===== config.mk =====
export PLATFORM = sky130hd
export DESIGN_NAME = req_pulse_responder
export DESIGN_NICKNAME = d
export VERILOG_FILES = /design/src/rtl/req_pulse_responder.sv
export SDC_FILE = /design/constraint.sdc
export NUM_CORES = 1
export LEC_CHECK = 0
export ABC_AREA = 1
export CAP_MARGIN = 20
export CORE_MARGIN = 3
export CORE_UTILIZATION = 50
export CTS_CLUSTER_DIAMETER = 50
export CTS_CLUSTER_SIZE = 24
export DETAILED_ROUTE_END_ITERATION = 8
export DONT_BUFFER_PORTS = 1
export GPL_TIMING_DRIVEN = 1
export PLACE_DENSITY = 0.75
export SLEW_MARGIN = 30
export SYNTH_ARGS = -nofsm -noshare
export SYNTH_HDL_FRONTEND = slang
export SYNTH_SLANG_ARGS = --single-unit

===== constraint.sdc =====
create_clock -name clk -period 3.2 [get_ports clk]
set_input_delay 0.48 -clock clk [delete_from_list [all_inputs] [get_ports clk]]
set_output_delay 0.48 -clock clk [all_outputs]
set_load 0.02 [all_outputs]

===== src/rtl/req_pulse_responder.sv =====
// Request/acknowledge pulse responder: fixed-latency ack with incremented payload,
// a one-deep pending slot and sticky protocol-error flags.
// Optional embedded protocol assertions: define REQ_PULSE_RESPONDER_SVA_EN.
module req_pulse_responder #(
    parameter int unsigned DATA_W  = 8,
    parameter int unsigned LATENCY = 3
) (
    input  logic              clk,
    input  logic              rst,
    input  logic              req,
    input  logic [DATA_W-1:0] req_data,
    output logic              ack,
    output logic [DATA_W-1:0] rsp_data,
    output logic              busy,
    output logic              err_b2b,
    output logic              err_ovf,
    output logic [7:0]        err_cnt
);

    localparam logic [1:0] StIdle = 2'd0;
    localparam logic [1:0] StWait = 2'd1;
    localparam logic [1:0] StAck  = 2'd2;

    localparam logic [3:0] LoadCnt = 4'(LATENCY - 1);

    logic [1:0]        state_q, state_d;
    logic [3:0]        cnt_q, cnt_d;
    logic [DATA_W-1:0] cur_q, cur_d;
    logic [DATA_W-1:0] pend_q, pend_d;
    logic              pend_valid_q, pend_valid_d;
    logic [DATA_W-1:0] rsp_q, rsp_d;
    logic              hist_q;
    logic              b2b_q, b2b_d;
    logic              ovf_q, ovf_d;
    logic [7:0]        errcnt_q, errcnt_d;

    logic b2b_hit, ovf_hit, new_req;

    // The pending slot is judged full by its value at the sample edge, even if it drains then.
    assign b2b_hit = req & hist_q;
    assign ovf_hit = req & (state_q != StIdle) & pend_valid_q;
    assign new_req = req & ~b2b_hit & ~ovf_hit;

    always_comb begin
        state_d      = state_q;
        cnt_d        = cnt_q;
        cur_d        = cur_q;
        pend_d       = pend_q;
        pend_valid_d = pend_valid_q;
        rsp_d        = rsp_q;
        b2b_d        = b2b_q | b2b_hit;
        ovf_d        = ovf_q | ovf_hit;
        errcnt_d     = errcnt_q;
        if ((b2b_hit || ovf_hit) && errcnt_q != 8'hFF) begin
            errcnt_d = errcnt_q + 8'd1;
        end

        case (state_q)
            StIdle: begin
                if (new_req) begin
                    cur_d = req_data;
                    if (LoadCnt == 4'd0) begin
                        state_d = StAck;
                        rsp_d   = req_data + DATA_W'(1);
                    end else begin
                        state_d = StWait;
                        cnt_d   = LoadCnt;
                    end
                end
            end
            StWait: begin
                // A zero count only occurs when a pending request is reloaded with LATENCY=1.
                if (cnt_q <= 4'd1) begin
                    state_d = StAck;
                    cnt_d   = 4'd0;
                    rsp_d   = cur_q + DATA_W'(1);
                end else begin
                    cnt_d = cnt_q - 4'd1;
                end
                if (new_req) begin
                    pend_valid_d = 1'b1;
                    pend_d       = req_data;
                end
            end
            StAck: begin
                if (pend_valid_q) begin
                    state_d      = StWait;
                    cnt_d        = LoadCnt;
                    cur_d        = pend_q;
                    pend_valid_d = 1'b0;
                end else begin
                    state_d = StIdle;
                end
                if (new_req) begin
                    pend_valid_d = 1'b1;
                    pend_d       = req_data;
                end
            end
            default: begin
                state_d = StIdle;
            end
        endcase
    end

    always_ff @(posedge clk or posedge rst) begin
        if (rst) begin
            state_q      <= StIdle;
            cnt_q        <= 4'd0;
            cur_q        <= '0;
            pend_q       <= '0;
            pend_valid_q <= 1'b0;
            rsp_q        <= '0;
            hist_q       <= 1'b0;
            b2b_q        <= 1'b0;
            ovf_q        <= 1'b0;
            errcnt_q     <= 8'd0;
        end else begin
            state_q      <= state_d;
            cnt_q        <= cnt_d;
            cur_q        <= cur_d;
            pend_q       <= pend_d;
            pend_valid_q <= pend_valid_d;
            rsp_q        <= rsp_d;
            hist_q       <= req;
            b2b_q        <= b2b_d;
            ovf_q        <= ovf_d;
            errcnt_q     <= errcnt_d;
        end
    end

    assign ack      = (state_q == StAck);
    assign rsp_data = rsp_q;
    assign busy     = (state_q != StIdle) | pend_valid_q;
    assign err_b2b  = b2b_q;
    assign err_ovf  = ovf_q;
    assign err_cnt  = errcnt_q;

`ifdef REQ_PULSE_RESPONDER_SVA_EN
    a_req_pulse : assert property (@(posedge clk) disable iff (rst) req |=> !req)
        else $error("req held high on consecutive edges");
    a_ack_pulse : assert property (@(posedge clk) disable iff (rst) ack |=> !ack)
        else $error("ack high on consecutive cycles");
`else
`endif

endmodule

==> reports/metrics.yaml, run 1 <==
slowest_stage: "ha_1"
whs_ns: 0.207
min_to: "hist_q$_DFF_PP0_"
cp.arrival_ns: 2.11
ys_seq_elements: 42
avgSynthCellArea_um2: 8.15
async_reset_ff_frac: 1.00
synth.area.top_cells: "dfrtp_1 (47%), nand2_1 (16%), inv_1 (6.3%)"
drt_iter0_drc: 90
h-tree-depth: 2
synth.net_count: 296
status: "complete, no violations"
drtPass1Iterations: 4
layout-drive-gt1-share: 0.0925
tightest_slew_ns: 0.647
grt_start_max_net_pins: 39
yosys_warnings: 0
dpl_cell_area_mm2: 0.00228
r2r-start: "state_q[0]$_DFFE_PP0P_"
cpLargestDelayFamily: "adder cells"
postLayoutCellArea_mm2: 0.00240
wl_um: 4120
pre_cts_ws_ns: 1.31
vias_per_cell: 5.07
num_vias: 1677
hold_class: "input pin to flip-flop"
p_leak_nw: 1.26
coreArea_mm2: 0.00417
final-setup-viol-count: 0
fin_ws_ns: 1.30
grt_pass1_vias: 1579
gr-total-overflow: 0
fmax_ghz: 0.526
post-route-min-period_ns: 1.90
rsz0062_at_grt: "false"
period_share: 0.594
finalNonFillerCells: 331
clockBufferDepth: 2
start_util: 0.539
synth_cells: 276
grt_usage: 0.173
rows: 23
r2r-end: "state_q[0]$_DFFE_PP0P_"
power_density_mw_per_mm2: 973
path_class: "flip-flop to flip-flop"
dp_hpwl_um: 3100
rrSetupSlack_ns: 1.30
fin_nets: 300
synth_common_cells: "nand2_1 (93), dfrtp_1 (42), inv_1 (38), nand3_1 (18)"
synth_edf_count: 0
ys_seq_area_frac: 0.467
finalCoreUtilization: 0.575
cpPeakStageDelay_ns: 0.50
cts_buffers: 5
cp-start-kind: "flip-flop"
synthToLayoutAreaGrowth_pct: 6.68
io_pins: 31
rr_worst_depth: 6
cts_tree: "yes"
setup_tns_ns: 0
die-area_mm2: 0.00534
cp.required_ns: 3.41
diodes: 0
grt_pass1_wl_um: 7070
die_y_um: 73.1
yosys.cell_count.top_type: "nand2_1"
io_buffer_count: 0
path_buf_inv: 2
peakVddDrop_uv: 507
cts_root_buf: "clkbuf_8"
fin_skew_ns: 0.00290
gp_congestion: 0.829
clock_latency_ns: 0.30
clock_sink_count: 42
hold_path_depth: 0
slew_violations: 0
yosys.cell_types.count: 26
synth_top_area_cell: "dfrtp_1"
setup.worst_path.end_class: "flip-flop"
netlist_area_mm2: 0.00225
cp_max_fo: 12
clkTransAtPathRegs_ns: 0.08
finalPower_mw: 2.33
maxSlewHeadroom: 0.568
drcViolationCount: 0
synthFlopType: "dfrtp_1"
critical_path.cell_chain: "inv_1 > ha_1 > inv_1 > o21ai_0 > nand2_1 > o21ai_0"
synth_top_area_frac: 0.467
antenna_left: 0
grt_antenna_before_repair: 0
wl_per_cell_um: 12.5
die_width_um: 73.1
min-delay-start: "req"
final-hold-violation-count: 0
drv_cap: 0
placedCellCount: 322
-- flip-flops by register name (all words and copies together) (netlist names), 2 cells and up --
signal / cells
cnt_q: 4
cur_q: 8
err_cnt: 8
pend_q: 8
rsp_data: 8
state_q: 2
-- cell families (layout without fill, tap and decap cells) --
| logic type | Yosys count | count (layout) | share of synthesized area |
|---|---|---|---|
| and+or+nand+nor | 131 | 131 | 0.248 |
| DFF | 42 | 42 | 0.467 |
| muxes | 3 | 3 | 0.0134 |
| xor gates and xnor gates | 7 | 7 | 0.0273 |
| AOI/OAI and AO/OA | 39 | 39 | 0.111 |
| adders and majority gates | 9 | 9 | 0.0501 |
| buffers and inverters | 45 | 50 | 0.0829 |
-- where the power goes --
group / total [mW] / internal [mW] / switching, mW
clock network: 0.410 / 0.233 / 0.177
registers: 1.04 / 0.741 / 0.297
logic: 0.886 / 0.322 / 0.564
total: 2.33 / 1.30 / 1.04
-- how the worst max path moves through the flow --
stage	from	to	slack, ns	depth (start not counted)
final	state_q[0]$_DFFE_PP0P_	state_q[0]$_DFFE_PP0P_	1.30	6
after global routing	state_q[0]$_DFFE_PP0P_	state_q[0]$_DFFE_PP0P_	1.10	6
after detailed placement	state_q[0]$_DFFE_PP0P_	state_q[0]$_DFFE_PP0P_	1.31	6
after floorplan	state_q[0]$_DFFE_PP0P_	cur_q[2]$_DFFE_PP0P_	1.64	8
after global placement	state_q[0]$_DFFE_PP0P_	state_q[0]$_DFFE_PP0P_	1.46	6
after CTS	state_q[0]$_DFFE_PP0P_	state_q[0]$_DFFE_PP0P_	1.28	6
-- layout make-up --
type                            count  area [um^2]
Clock buffer                        7         76.3
Tap cell                           50         62.6
Inverter                           40          150
Timing Repair Buffer                2         17.5
Multi-Input combinational cell    189         1010
Clock inverter                      1         30.0
Fill cell                         373         1770
Sequential cell                    42         1050
-- per-layer routing --
metal	wire length (um)	GRT usage
met1	1930	0.225
met2	1870	0.261
met3	222	0.0441
met4	98	0.0943
met5	0	0
-- cells in the final DEF, fill, tap and decap left out --
cell,n
nor2_1,9
o21ai_2,7
mux2i_1,3
o21ai_1,13
a21oi_4,1
dfrtp_1,42
nand2_2,4
dlygate4sd3_1,1
nand3_1,18
a21oi_2,1
o21ai_0,13
clkbuf_1,2
a21oi_1,1
inv_2,2
nor2_4,1
nand3b_1,1
inv_1,38
nand2_4,2
bufinv_16,1
nand2_1,93
buf_4,1
ha_1,9
xnor2_1,3
o21bai_1,2
clkbuf_8,5
o211ai_2,1
nand4_1,3
xor2_1,4
-- what timing repair did --
| item | CTS | global route |
|---|---|---|
| hold endpoints to repair | 4 | 0 |
| resized for setup | 0 | 0 |
| buffers inserted | 0 | 0 |
| hold buffers | 1 | 0 |
No activity file was read; power rests on OpenSTA's default activity.
==> run 2, diff against run 1 <==
==> constraint.sdc (replaced) <==
create_clock -name clk -period 1.8 [get_ports clk]
set_input_delay 0.27 -clock clk [delete_from_list [all_inputs] [get_ports clk]]
set_output_delay 0.27 -clock clk [all_outputs]
set_load 0.02 [all_outputs]
==> run 2 against run 1 <==
Sequential power rose by 70%. Total power rose by 75%. Clock skew rose by 0.0012 ns. Sequential cell count did not move. Combinational power rose by 96%. Non-clock buffer count rose by 8. Via count fell by 0.48%. Wire length barely moved. Clock power rose by 41%. Worst setup slack got worse by 1.1 ns. Critical path depth fell by 3. Critical path type is now flip-flop to output pin. Highest routed layer unchanged.
==> reports/metrics.yaml, run 2 (synthesis gave the netlist of run 1 again) <==
status: "complete, no violations"
cp-start-kind: "flip-flop"
clkTransAtPathRegs_ns: 0.07
p_leak_nw: 1.29
period_share: 0.886
num_vias: 1669
cp-startpoint: "state_q[0]$_DFFE_PP0P_"
fin_skew_ns: 0.00412
fillCellCount: 374
layout-drive-gt1-share: 0.115
post_cts_buffers: 0
gp_congestion: 0.780
wl_um: 4120
antenna_left: 0
fin_nets: 308
vias_per_cell: 4.95
final-hold-violation-count: 0
power_density_mw_per_mm2: 1680
wl_per_cell_um: 12.2
cp.required_ns: 1.53
whs_ns: 0.124
placedCellCount: 329
die_y_um: 73.1
diodes: 0
cp_max_fo: 5
grt_pass1_vias: 1592
rsz0062_at_grt: "false"
drv_cap: 0
hold_class: "input pin to flip-flop"
final-setup-viol-count: 0
drt_iter0_drc: 108
fmax_ghz: 0.627
grt_start_max_net_pins: 23
drtPass1Iterations: 4
multi_input_area_mm2: 0.00101
dp_hpwl_um: 3290
h-tree-depth: 2
grt_pass1_wl_um: 7210
cp.arrival_ns: 1.32
r2r-end: "pend_q[2]$_DFFE_PP0P_"
rr_worst_depth: 7
grt_usage: 0.173
io_pins: 31
synthToLayoutAreaGrowth_pct: 8.40
clock_sink_count: 42
coreArea_mm2: 0.00417
io_buffer_count: 0
rows: 23
setup.worst_path.end_class: "output pin"
finalNonFillerCells: 337
slew_violations: 0
cts_root_buf: "clkbuf_8"
clock_latency_ns: 0.28
post-route-min-period_ns: 1.59
r2r-start: "state_q[0]$_DFFE_PP0P_"
cts_buffers: 5
clockBufferDepth: 2
cp-endpoint: "busy"
maxSlewHeadroom: 0.768
finalCoreUtilization: 0.584
start_util: 0.539
cts_tree: "yes"
mostFrequentLayoutCell: "nand2_1"
die_width_um: 73.1
path_class: "flip-flop to output pin"
setup_tns_ns: 0
peakVddDrop_uv: 1100
gr-total-overflow: 0
mostFrequentLayoutCells: "nand2_1 (93), dfrtp_1 (42), inv_1 (38), nand3_1 (18)"
seqCellArea_mm2: 0.00105
die-area_mm2: 0.00534
rrSetupSlack_ns: 0.25
drcViolationCount: 0
grt_antenna_before_repair: 0
tightest_slew_ns: 0.348
## run 2: power breakdown
| part | total (mW) | switching (mW) | internal [mW] |
|---|---|---|---|
| Clock | 0.579 | 0.284 | 0.296 |
| Sequential | 1.77 | 0.451 | 1.32 |
| Combinational | 1.74 | 1.09 | 0.656 |
## run 2: worst min path at each step
stage                     start                endpoint  slack (ns)  depth (start not counted)
detailed placement          rst  err_cnt[1]$_DFFE_PP0P_        0.23                          2
floorplan                   req        hist_q$_DFF_PP0_        0.30                          0
finish              req_data[7]   pend_q[7]$_DFFE_PP0P_        0.12                          2
global route        req_data[7]   pend_q[7]$_DFFE_PP0P_        0.11                          2
CTS                 req_data[7]   pend_q[7]$_DFFE_PP0P_        0.12                          2
global placement            rst  err_cnt[0]$_DFFE_PP0P_        0.23                          2
## run 2: what timing repair did
item,4_1_cts,5_1_grt
gates resized for setup,0,0
endpoints found under the hold margin,43,0
hold buffers,2,0
## run 2: per-stage QoR
step	area [um^2]	setup slack, ns	total power [mW]
CTS	2440	0.177	4.14
floorplan	2250	0.238	3.14
finish	2440	0.206	4.09
global route	2440	0.0244	4.51
detailed placement	2330	0.252	3.55
global placement	2330	0.287	3.47
## run 2: area by class of cell
class,instances,share of cell area
flip-flops and latches,42,0.431
multi-input cells,189,0.415
well taps,50,0.0257
clock buffers,6,0.0339
repair buffers,10,0.0329
inverters,40,0.0616
## run 2: worst max-delay path, stage by stage, from the launching register on
cell and delay [ns]:
dfrtp_1 0.43, inv_1 0.10, ha_1 0.28, nand2_1 0.22
## run 2: metal layers
layer  up-vias  GRT usage  part of all wire
met5         -          0                 0
met4         0     0.0553             0.010
met3         4     0.0537             0.060
met2        32      0.265              0.45
met1       743      0.232              0.48
li1        890          -                 -
